<file path="config.mk">
export PLATFORM = sky130hd
export DESIGN_NAME = id_issue_buffer
export DESIGN_NICKNAME = d
export VERILOG_FILES = /design/src/rtl/id_issue_buffer.sv
export SDC_FILE = /design/constraint.sdc
export NUM_CORES = 1
export LEC_CHECK = 0
export BUFFER_PORTS_ARGS = -buffer_cell sky130_fd_sc_hd__buf_2
export CELL_PAD_IN_SITES_DETAIL_PLACEMENT = 0
export CELL_PAD_IN_SITES_GLOBAL_PLACEMENT = 1
export CORE_MARGIN = 2
export CORE_UTILIZATION = 43
export DETAILED_ROUTE_END_ITERATION = 10
export HOLD_SLACK_MARGIN = 0.1
export PLACE_DENSITY_LB_ADDON = 0.1
export SLEW_MARGIN = 15
export SYNTH_ARGS = -nofsm -noshare
export SYNTH_HDL_FRONTEND = slang
export SYNTH_SLANG_ARGS = --single-unit
</file>
<file path="constraint.sdc">
create_clock -name clk_i -period 3.57 [get_ports clk_i]
set_input_delay 0.357 -clock clk_i [delete_from_list [all_inputs] [get_ports clk_i]]
set_output_delay 0.357 -clock clk_i [all_outputs]
set_load 0.02 [all_outputs]
</file>
<file path="src/rtl/id_issue_buffer.sv">
// rtl/id_issue_buffer.sv - decode-to-issue instruction FIFO with branch-resolve stall (optional bypass: ID_ISSUE_BYPASS_EN)

package id_issue_buffer_pkg;
    typedef struct packed {
        logic [31:0] pc;
        logic [7:0]  op;
        logic [4:0]  rd;
        logic [4:0]  rs1;
        logic [4:0]  rs2;
    } scoreboard_entry_t;
endpackage

module id_issue_buffer
    import id_issue_buffer_pkg::*;
#(
    parameter int unsigned DEPTH = 2
) (
    input  logic                     clk_i,
    input  logic                     rst_ni,
    input  logic                     clr_i,
    input  logic                     flush_i,
    input  scoreboard_entry_t        decoded_instr_i,
    input  logic                     decoded_instr_valid_i,
    input  logic                     is_ctrl_flow_i,
    output logic                     decoded_instr_ack_o,
    output scoreboard_entry_t        issue_instr_o,
    output logic                     issue_instr_valid_o,
    output logic                     is_ctrl_flow_o,
    input  logic                     issue_ack_i,
    input  logic                     resolve_branch_i,
    output logic [$clog2(DEPTH):0]   count_o
);

    localparam int unsigned PW = $clog2(DEPTH);
    localparam int unsigned CW = PW + 1;

    localparam logic [0:0] IDLE    = 1'b0;
    localparam logic [0:0] WAIT_BR = 1'b1;

    scoreboard_entry_t mem_q [DEPTH];
    logic [DEPTH-1:0]  flag_q;
    logic [DEPTH-1:0]  vld_q;
    logic [PW-1:0]     rptr_q;
    logic [PW-1:0]     wptr_q;
    logic [CW-1:0]     count_q;
    logic [0:0]        state_q;

    logic push;
    logic pop;
    logic byp_take;
    logic ctrl_pop;
    logic discard;

    assign count_o             = count_q;
    assign decoded_instr_ack_o = (count_q != CW'(DEPTH));
    assign discard             = clr_i | flush_i;

    // Head selection: storage by default, decoder forwarded when empty and idle with bypass
    always_comb begin
        issue_instr_o       = mem_q[rptr_q];
        is_ctrl_flow_o      = flag_q[rptr_q];
        issue_instr_valid_o = (count_q != '0) && (state_q == IDLE);
        byp_take            = 1'b0;
`ifdef ID_ISSUE_BYPASS_EN
        if ((count_q == '0) && (state_q == IDLE)) begin
            issue_instr_o       = decoded_instr_i;
            is_ctrl_flow_o      = is_ctrl_flow_i;
            issue_instr_valid_o = decoded_instr_valid_i;
            byp_take            = decoded_instr_valid_i & issue_ack_i;
        end
`endif
    end

    assign push     = decoded_instr_valid_i & decoded_instr_ack_o & ~byp_take;
    assign pop      = issue_instr_valid_o & issue_ack_i & ~byp_take;
    assign ctrl_pop = issue_instr_valid_o & issue_ack_i & is_ctrl_flow_o;

    // Entry payload storage; contents are don't-care until marked valid
    always_ff @(posedge clk_i) begin
        if (push && !discard) begin
            mem_q[wptr_q] <= decoded_instr_i;
        end
    end

    // Pointers, occupancy, valid/flag bits and branch-wait state
    always_ff @(posedge clk_i or negedge rst_ni) begin
        if (!rst_ni) begin
            flag_q  <= '0;
            vld_q   <= '0;
            rptr_q  <= '0;
            wptr_q  <= '0;
            count_q <= '0;
            state_q <= IDLE;
        end else if (discard) begin
            vld_q   <= '0;
            rptr_q  <= '0;
            wptr_q  <= '0;
            count_q <= '0;
            state_q <= IDLE;
        end else begin
            if (push) begin
                flag_q[wptr_q] <= is_ctrl_flow_i;
                vld_q[wptr_q]  <= 1'b1;
                wptr_q         <= wptr_q + PW'(1);
            end
            if (pop) begin
                vld_q[rptr_q] <= 1'b0;
                rptr_q        <= rptr_q + PW'(1);
            end
            case ({push, pop})
                2'b10:   count_q <= count_q + CW'(1);
                2'b01:   count_q <= count_q - CW'(1);
                default: count_q <= count_q;
            endcase
            // A resolve seen in the same cycle as a branch pop belongs to an older branch
            if (state_q == IDLE) begin
                if (ctrl_pop) state_q <= WAIT_BR;
            end else if (resolve_branch_i) begin
                state_q <= IDLE;
            end
        end
    end

`ifndef SYNTHESIS
    // Handshake protocol and occupancy bookkeeping checks
    always @(posedge clk_i) begin
        if (rst_ni) begin
            assert (!(push && count_q == CW'(DEPTH)))
                else $error("id_issue_buffer: push while full");
            assert (!(issue_ack_i && !issue_instr_valid_o))
                else $error("id_issue_buffer: issue_ack_i without issue_instr_valid_o");
            assert (vld_q[rptr_q] == (count_q != '0))
                else $error("id_issue_buffer: head valid bit disagrees with count");
        end
    end
`endif

endmodule

</file>
# Word level (Yosys, flattened, before mapping)
# Memories as Yosys holds them, arrays and structs flattened.
# Index checks and enable logic that the tools add are counted.
[totals]
wordCells = 48
ram_bits = 110
input_bits = 63
output_inout_bits = 60
regBits = 7
memories = 1
[mem_list]
columns = ["name", "words", "width", "rd", "rd_clocked_by_memory_dff", "wr", "line_no", "text"]
rows = [
  ["mem_q", 2, 55, 1, 0, 1, "40", "scoreboard_entry_t mem_q [DEPTH];"],
]
[op_classes]
eq_ne = 3
addsub = 4
n_bitwise = 6
mux = 17
n_reduce_logical = 9
n_lt_le_gt_ge = 3
[op_table]
columns = ["op", "n"]
rows = [
  ["$mux W1", 13],
  ["$reduce_bool A2 Y1", 3],
  ["$lt A1 B2 Y1 const B", 2],
  ["$pmux W2 S2", 1],
  ["$and A1 B1 Y1", 3],
  ["$logic_and A1 B1 Y1", 3],
  ["$reduce_bool A3 Y1", 1],
  ["$add A1 B1 Y1 const B", 2],
  ["$add A2 B1 Y2 const B", 1],
  ["$bwmux W2", 1],
  ["$eq A2 B1 Y1 const B", 1],
  ["$eq A2 B2 Y1 const B", 1],
  ["$mux W2", 1],
  ["$ne A2 B2 Y1 const B", 1],
  ["$not A1 Y1", 2],
  ["$reduce_and A2 Y1", 1],
  ["$sub A2 B1 Y2 const B", 1],
  ["$demux W1 S1", 1],
  ["$ge A1 B1 Y1 const B", 1],
  ["$logic_not A1 Y1", 1],
  ["$or A1 B1 Y1", 1],
]

# Longest topological paths before layout
# Gate-level depths: netlist (run 1).
[logic_depth]
depth_word = 7
mapped_depth = 4
mapped_depth_nobuf = 4

# Worst setup path before layout (run 1)
# No wires, ideal clock.
[synth_timing]
path_kind = "register to register"
start = "register count_q[0] (netlist: count_o[0])"
end = "register flag_q[0]"
n_path_buf = 0
stages_incl_launch_ff = 4
period_less_slack_ps = 3038
t_arrival_ps = 2910
required_ps = 3443
path_slack_ps = 532
path_cell_list = "dfrtp_1 > nor2b_4 > nor4_4 > mux2_1"
[synth_between]
elab_chain_len = 3
[synth_lines]
columns = ["element", "line_no", "text"]
rows = [
  ["start, declared", "45", "logic [CW-1:0] count_q;"],
  ["start signal, assigned", "111", "2'b10: count_q <= count_q + CW'(1);"],
  ["start signal, assigned", "112", "2'b01: count_q <= count_q - CW'(1);"],
  ["start signal, assigned", "113", "default: count_q <= count_q;"],
  ["$ne A2 B2 Y1", "55", "assign decoded_instr_ack_o = (count_q != CW'(DEPTH));"],
  ["$and A1 B1 Y1", "74", "assign push = decoded_instr_valid_i & decoded_instr_ack_o & ~byp_take;"],
  ["$reduce_and A2 Y1 (no line)", "n/a", ""],
  ["end signal, assigned by index", "102", "flag_q[wptr_q] <= is_ctrl_flow_i;"],
  ["end, declared", "41", "logic [DEPTH-1:0] flag_q;"],
]
# No other way between the ends.
# A chain may end at the register's enable or synchronous reset.

==> run metrics, run 1 <==
Setup Viol. Count Final=0; Yosys top cell area share=75.8%; GRT overflow=0; RSZ-0062 raised after global routing=no; Tot GR Track Use=15.6%; max cap viols=0; IO buf count=122; kind of critical path=reg2out; maximum VDD drop=0.334 mV; routed vias/inst=4.68; Mapped Avg Cell Area=20.8 µm²; HP Class=in2reg; Max clock buf depth=2; setup tns final=0 ns; Root Buffer=clkbuf_8; Mapped Nets=273; wire per inst=14.8 µm; post-synthesis async set-or-reset flop share=5.98%; H-tree levels=4; Antenna Diode Count=0; die height=105 µm; post-synthesis mux area share=15.1%; Max Freq=0.357 GHz; Post-Synth XOR/XNOR Area=0%; NumNets Final=469; Worst Path Required=3.21 ns; yosys warns=0; final core utilization=64.6%; Max-slew headroom=32.4%; vias in the first global route=2,738; Die X=105 µm; Fin. Hold Viols=0; largest family of logic cells by synthesized area=multiplexers; Netlist cell types=25; maximum number of pins on one net before global-route repair=57; Syn Std Cell Area=4360 µm²; GP Congestion=0.746; Compound-Gate Fraction of Synth Area=1.46%; CP Launch Type=register; first-pass GRT wire length=12,900 µm; Starting Density=44.4%; Final Power=3.55 mW; largest area contributor in the netlist=edfxtp_1; register area share after synthesis=79.8%; Num CTS Buffers=17; Mapped Cells=210; first-pass iteration count of the detailed router=4; Die ar.=11,000 µm²; status=finished, final reports clean; Tmin final=2.80 ns; Post-DP HPWL=4730 µm; Clock Latency Late Sink=0.51 ns; WP data arrival=2.44 ns; Total Wirelength=8170 µm; Area after DPL=5130 µm²; # clock sinks=117; synthesis-to-layout area growth=45.6%; Clk pin slew, worst setup/hold paths=0.06 ns; Leakage=2.41 nW; crit path max fanout=44; fin crit share=78.5%; worst setup margin=0.769 ns; Most used DFF post-synth=edfxtp_1; fraction of layout cells with a size suffix above 1=52.3%; # rows=36; DRC Markers=0; Yosys reg bits=117; Critical Path End Type=primary output; 1st-iter DRT viols=108; IO Count=123; post-route cell area=6350 µm²; Post-Synth Adder-Cell Area=0%; worst slew pin tran=1.01 ns; Detail Route Antenna Nets=0; PwrDens=559 nW/µm²; # fillers=771; most common cell after layout, fill and taps aside=buf_2; Core Area=9820 µm²; vias after detailed routing=2,585; fin. max-slew vios=0; initial antenna violation count=0; CTS tree=built; worst slack, placed=1.24 ns; Simple-Gate Fraction of Synth Area=2.70%; largest cells by area after synthesis=edfxtp_1 76%, mux2_2 14%, dfrtp_1 4.0%; Post-synth EDFFs=110; clock skew=0.0130 ns; most frequent cells in the layout=122 x buf_2, 110 x edfxtp_1, 58 x dlygate4sd3_1
## cells by family (layout without fill, tap and decap cells)
group | Yosys count | after routing
DFF | 117 | 117
AOI/OAI and AO/OA | 10 | 10
buffers and inverters | 9 | 218
muxes | 58 | 58
and+or+nand+nor | 16 | 16
## worst max-delay path: stages (launching register included)
cell	delay, ns
dfrtp_2	1.02
buf_4	0.38
mux2_2	0.37
buf_2	0.16
## layer usage
| metal | vias up | wire length [µm] | GRT usage [%] |
|---|---|---|---|
| met1 | 1250 | 3450 | 17.3 |
| li1 | 1225 | - | - |
| met3 | 15 | 468 | 5.86 |
| met5 | - | 0 | 0 |
| met4 | 0 | 155 | 8.10 |
| met2 | 95 | 4100 | 26.2 |
## cell usage after synthesis, drive strengths merged, types with 2 or more instances
master  number
a21oi        4
inv          3
or3          2
o21ai        2
or2          2
mux2        58
nor2         4
buf          6
dfrtp        7
edfxtp     110
nor2b        2
## sequential cells by signal, indices dropped and copies added, names as in the netlist
signal / cells
state_q: 1
count_o: 2
rptr_q: 1
flag_q: 2
mem_q: 110
wptr_q: 1
## through the flow
| step | hold WS (ns) | cells |
|---|---|---|
| 2_1_floorplan | 0.0614 | 210 |
| 3_3_place_gp | 0.208 | 462 |
| 3_5_place_dp | 0.207 | 462 |
| 4_1_cts | 0.103 | 552 |
| 5_1_grt | 0.109 | 552 |
| 6_report | 0.114 | 552 |
## final cells by class
class	count	area (µm²)	share of cell area, %
sequential	117	3480	54.8
timing repair buffer	183	1210	19.1
multi-input combinational	84	838	13.2
clock buffer	19	442	6.96
clock inverter	13	195	3.08
tap	133	166	2.62
inverter	3	11.3	0.177
## final timing paths
check | start | end | slack [ns] | cells after the start
setup reg to reg | count_o[1]$_DFFE_PN0P_ | flag_q[1]$_DFFE_PN0P_ | 1.64 | 4
max in group asynchronous | rst_ni | rptr_q$_DFFE_PN0P_ | 3.17 | 2
hold / removal | flush_i | count_o[1]$_DFFE_PN0P_ | 0.11 | 3
min in group asynchronous | rst_ni | count_o[1]$_DFFE_PN0P_ | 0.22 | 2
hold reg to reg | flag_q[0]$_DFFE_PN0P_ | flag_q[0]$_DFFE_PN0P_ | 0.49 | 1
setup / recovery | rptr_q$_DFFE_PN0P_ | issue_instr_o[42] | 0.77 | 3
## repair_timing
action / CTS / global route
hold endpoints to repair: 120 / 0
buffers inserted: 0 / 0
resized for setup: 0 / 0
hold buffers: 58 / 0
## power by group
part	total (mW)	internal [mW]	leakage [nW]	switching (mW)
sequential	1.55	1.54	1.09	0.0128
clock	1.79	1.18	0.302	0.609
combinational	0.213	0.113	1.01	0.0996
Note: power is estimated with default switching activity, not from simulation.
==> run 2, diff against run 1 <==
--- a/config.mk
+++ b/config.mk
@@ -9,7 +9,7 @@
 export CELL_PAD_IN_SITES_DETAIL_PLACEMENT = 0
 export CELL_PAD_IN_SITES_GLOBAL_PLACEMENT = 1
 export CORE_MARGIN = 2
-export CORE_UTILIZATION = 43
+export CORE_UTILIZATION = 39
 export DETAILED_ROUTE_END_ITERATION = 10
 export HOLD_SLACK_MARGIN = 0.1
 export PLACE_DENSITY_LB_ADDON = 0.1
==> constraint.sdc (replaced) <==
create_clock -name clk_i -period 2.55 [get_ports clk_i]
set_input_delay 0.255 -clock clk_i [delete_from_list [all_inputs] [get_ports clk_i]]
set_output_delay 0.255 -clock clk_i [all_outputs]
set_load 0.02 [all_outputs]
==> run metrics, run 2 (synthesized netlist as in run 1, its figures left out) <==
max cap viols=0 (unchanged); NumNets Final=475 (+1.3%); Clock power frac=46.0% (-4.4 points); Max-slew headroom=59.4% (+27 points); Num CTS Buffers=17 (unchanged); maximum VDD drop=0.391 mV (+17%); initial antenna violation count=0 (unchanged); Clk pin slew, worst setup/hold paths=0.05 ns (about the same); post-route cell area=6350 µm² (unchanged); placed cells=471 (+1.9%); H-tree levels=4 (unchanged); Antenna Diode Count=0 (unchanged); combinational share of power=6.9% (+0.9 points); Routed met3 length=641 µm (+37%); Tot GR Track Use=15.1% (-0.51 points); vias after detailed routing=2,636 (+2.0%); Most flops, register=mem_q; fin crit share=92.7%; 1st-iter DRT viols=57 (-47%); DRT met1 WL=3830 µm (+11%); crit path max fanout=34 (-23%); most common cell after layout, fill and taps aside=buf_2; Total Wirelength=8870 µm (+8.6%); DR top layer=met4; first-pass GRT wire length=13,200 µm (+2.2%); # rows=38 (+5.6%); DRC Markers=0 (unchanged); Fin. Hold Viols=0 (unchanged); Die X=110 µm (+4.8%); HP Class=in2reg; vias in the first global route=2,665 (-2.7%); synthesis-to-layout area growth=45.6% (unchanged); clock skew=0.00688 ns (-0.00616 ns); routed wl met2=4320 µm (+5.4%); Switching Share=20.0% (-0.27 points); Final Power=4.59 mW (+29%); # clock sinks=117 (unchanged); kind of critical path=reg2out; wire per inst=15.8 µm (+6.5%); Sequential Power Share=47.1% (+3.5 points); Clock Latency Late Sink=0.49 ns (-0.02 ns); Starting Density=40.0% (-4.4 points); PwrDens=724 nW/µm² (+29%); final core utilization=58.3% (-6.3 points); status=finished, final reports clean; GP Congestion=0.697 (-6.6%); GRT overflow=0 (unchanged); maximum number of pins on one net before global-route repair=44 (-23%); Area after DPL=5190 µm² (+1.2%); fin. max-slew vios=0 (unchanged); # fillers=876 (+14%); setup tns final=0 ns (unchanged); CP Launch Type=register; hold_ws=0.153 ns (+0.0395 ns); Detail Route Antenna Nets=0 (unchanged); IO buf count=122 (unchanged); Max clock buf depth=2 (unchanged); Critical Path End Type=primary output; Max Freq=0.423 GHz; die height=110 µm (+4.8%); RSZ-0062 raised after global routing=no; Internal=3.67 mW (+30%); Final Instance Count excl. Fillers=563 (+2.0%); routed vias/inst=4.68 (about the same); Core Area=10,900 µm² (+11%); worst setup margin=0.186 ns (-0.583 ns); most frequent cells in the layout=122 x buf_2, 110 x edfxtp_1, 62 x dlygate4sd3_1; Leakage=2.40 nW (-0.40%); Tmin final=2.36 ns; Root Buffer=clkbuf_8; CTS tree=built; worst slack, placed=0.650 ns (-0.590 ns); WP data arrival=2.11 ns (-0.33 ns); Worst Path Required=2.30 ns (-0.91 ns); Psw=0.921 mW (+28%); Setup Viol. Count Final=0 (unchanged); Die ar.=12,000 µm² (+9.9%); fraction of layout cells with a size suffix above 1=51.3% (-0.97 points); worst slew pin tran=0.609 ns (-0.405 ns); first-pass iteration count of the detailed router=4 (unchanged); IO Count=123 (unchanged); max reg flops=110 (unchanged); Post-DP HPWL=5340 µm (+13%)
[run 2: layout make-up]
type                    instances  area [µm²]  share of cell area (%)
flip-flops and latches        117        3480                    54.9
inverters                       3        11.3                   0.177
clock inverters                12         115                    1.81
repair buffers                189        1310                    20.6
clock buffers                  18         418                    6.59
multi-input cells              84         838                    13.2
well taps                     140         175                    2.76
[run 2: power by group through the flow]
stage | combinational [mW] | sequential [mW] | clock, mW
2_1_floorplan | 0.123 | 2.20 | 0
3_3_place_gp | 0.238 | 2.20 | 0
3_5_place_dp | 0.242 | 2.20 | 0
4_1_cts | 0.318 | 2.17 | 2.17
5_1_grt | 0.341 | 2.17 | 2.26
6_report | 0.316 | 2.17 | 2.11
[run 2: per-layer routing]
layer / vias up / global-route usage, %
li1: 1238 / -
met1: 1288 / 18.6
met2: 101 / 24.3
met3: 9 / 5.10
met4: 0 / 6.33
met5: - / 0
[run 2: final timing paths]
path                                   startpoint                     end  slack, ns  depth (start not counted)
setup / recovery               rptr_q$_DFFE_PN0P_       issue_instr_o[17]       0.19                          3
hold / removal              decoded_instr_valid_i  count_o[1]$_DFFE_PN0P_       0.15                          3
max in group asynchronous                  rst_ni  count_o[1]$_DFFE_PN0P_       1.16                          4
min in group asynchronous                  rst_ni       state_q$_DFF_PN0_       0.65                          3
setup reg to reg           count_o[1]$_DFFE_PN0P_  mem_q[1][40]$_DFFE_PP_       0.79                          4
hold reg to reg             flag_q[0]$_DFFE_PN0P_   flag_q[0]$_DFFE_PN0P_       0.50                          1
[run 2: repair_timing]
action	CTS	global route
endpoints found under the hold margin	121	0
gates resized for setup	0	0
buffers inserted	0	0
hold buffers	62	0
[run 2: worst max-delay path, cell delays in order (launching register included)]
cell and delay [ns]:
dfrtp_2 0.75, buf_12 0.30, mux2_2 0.37, buf_2 0.16
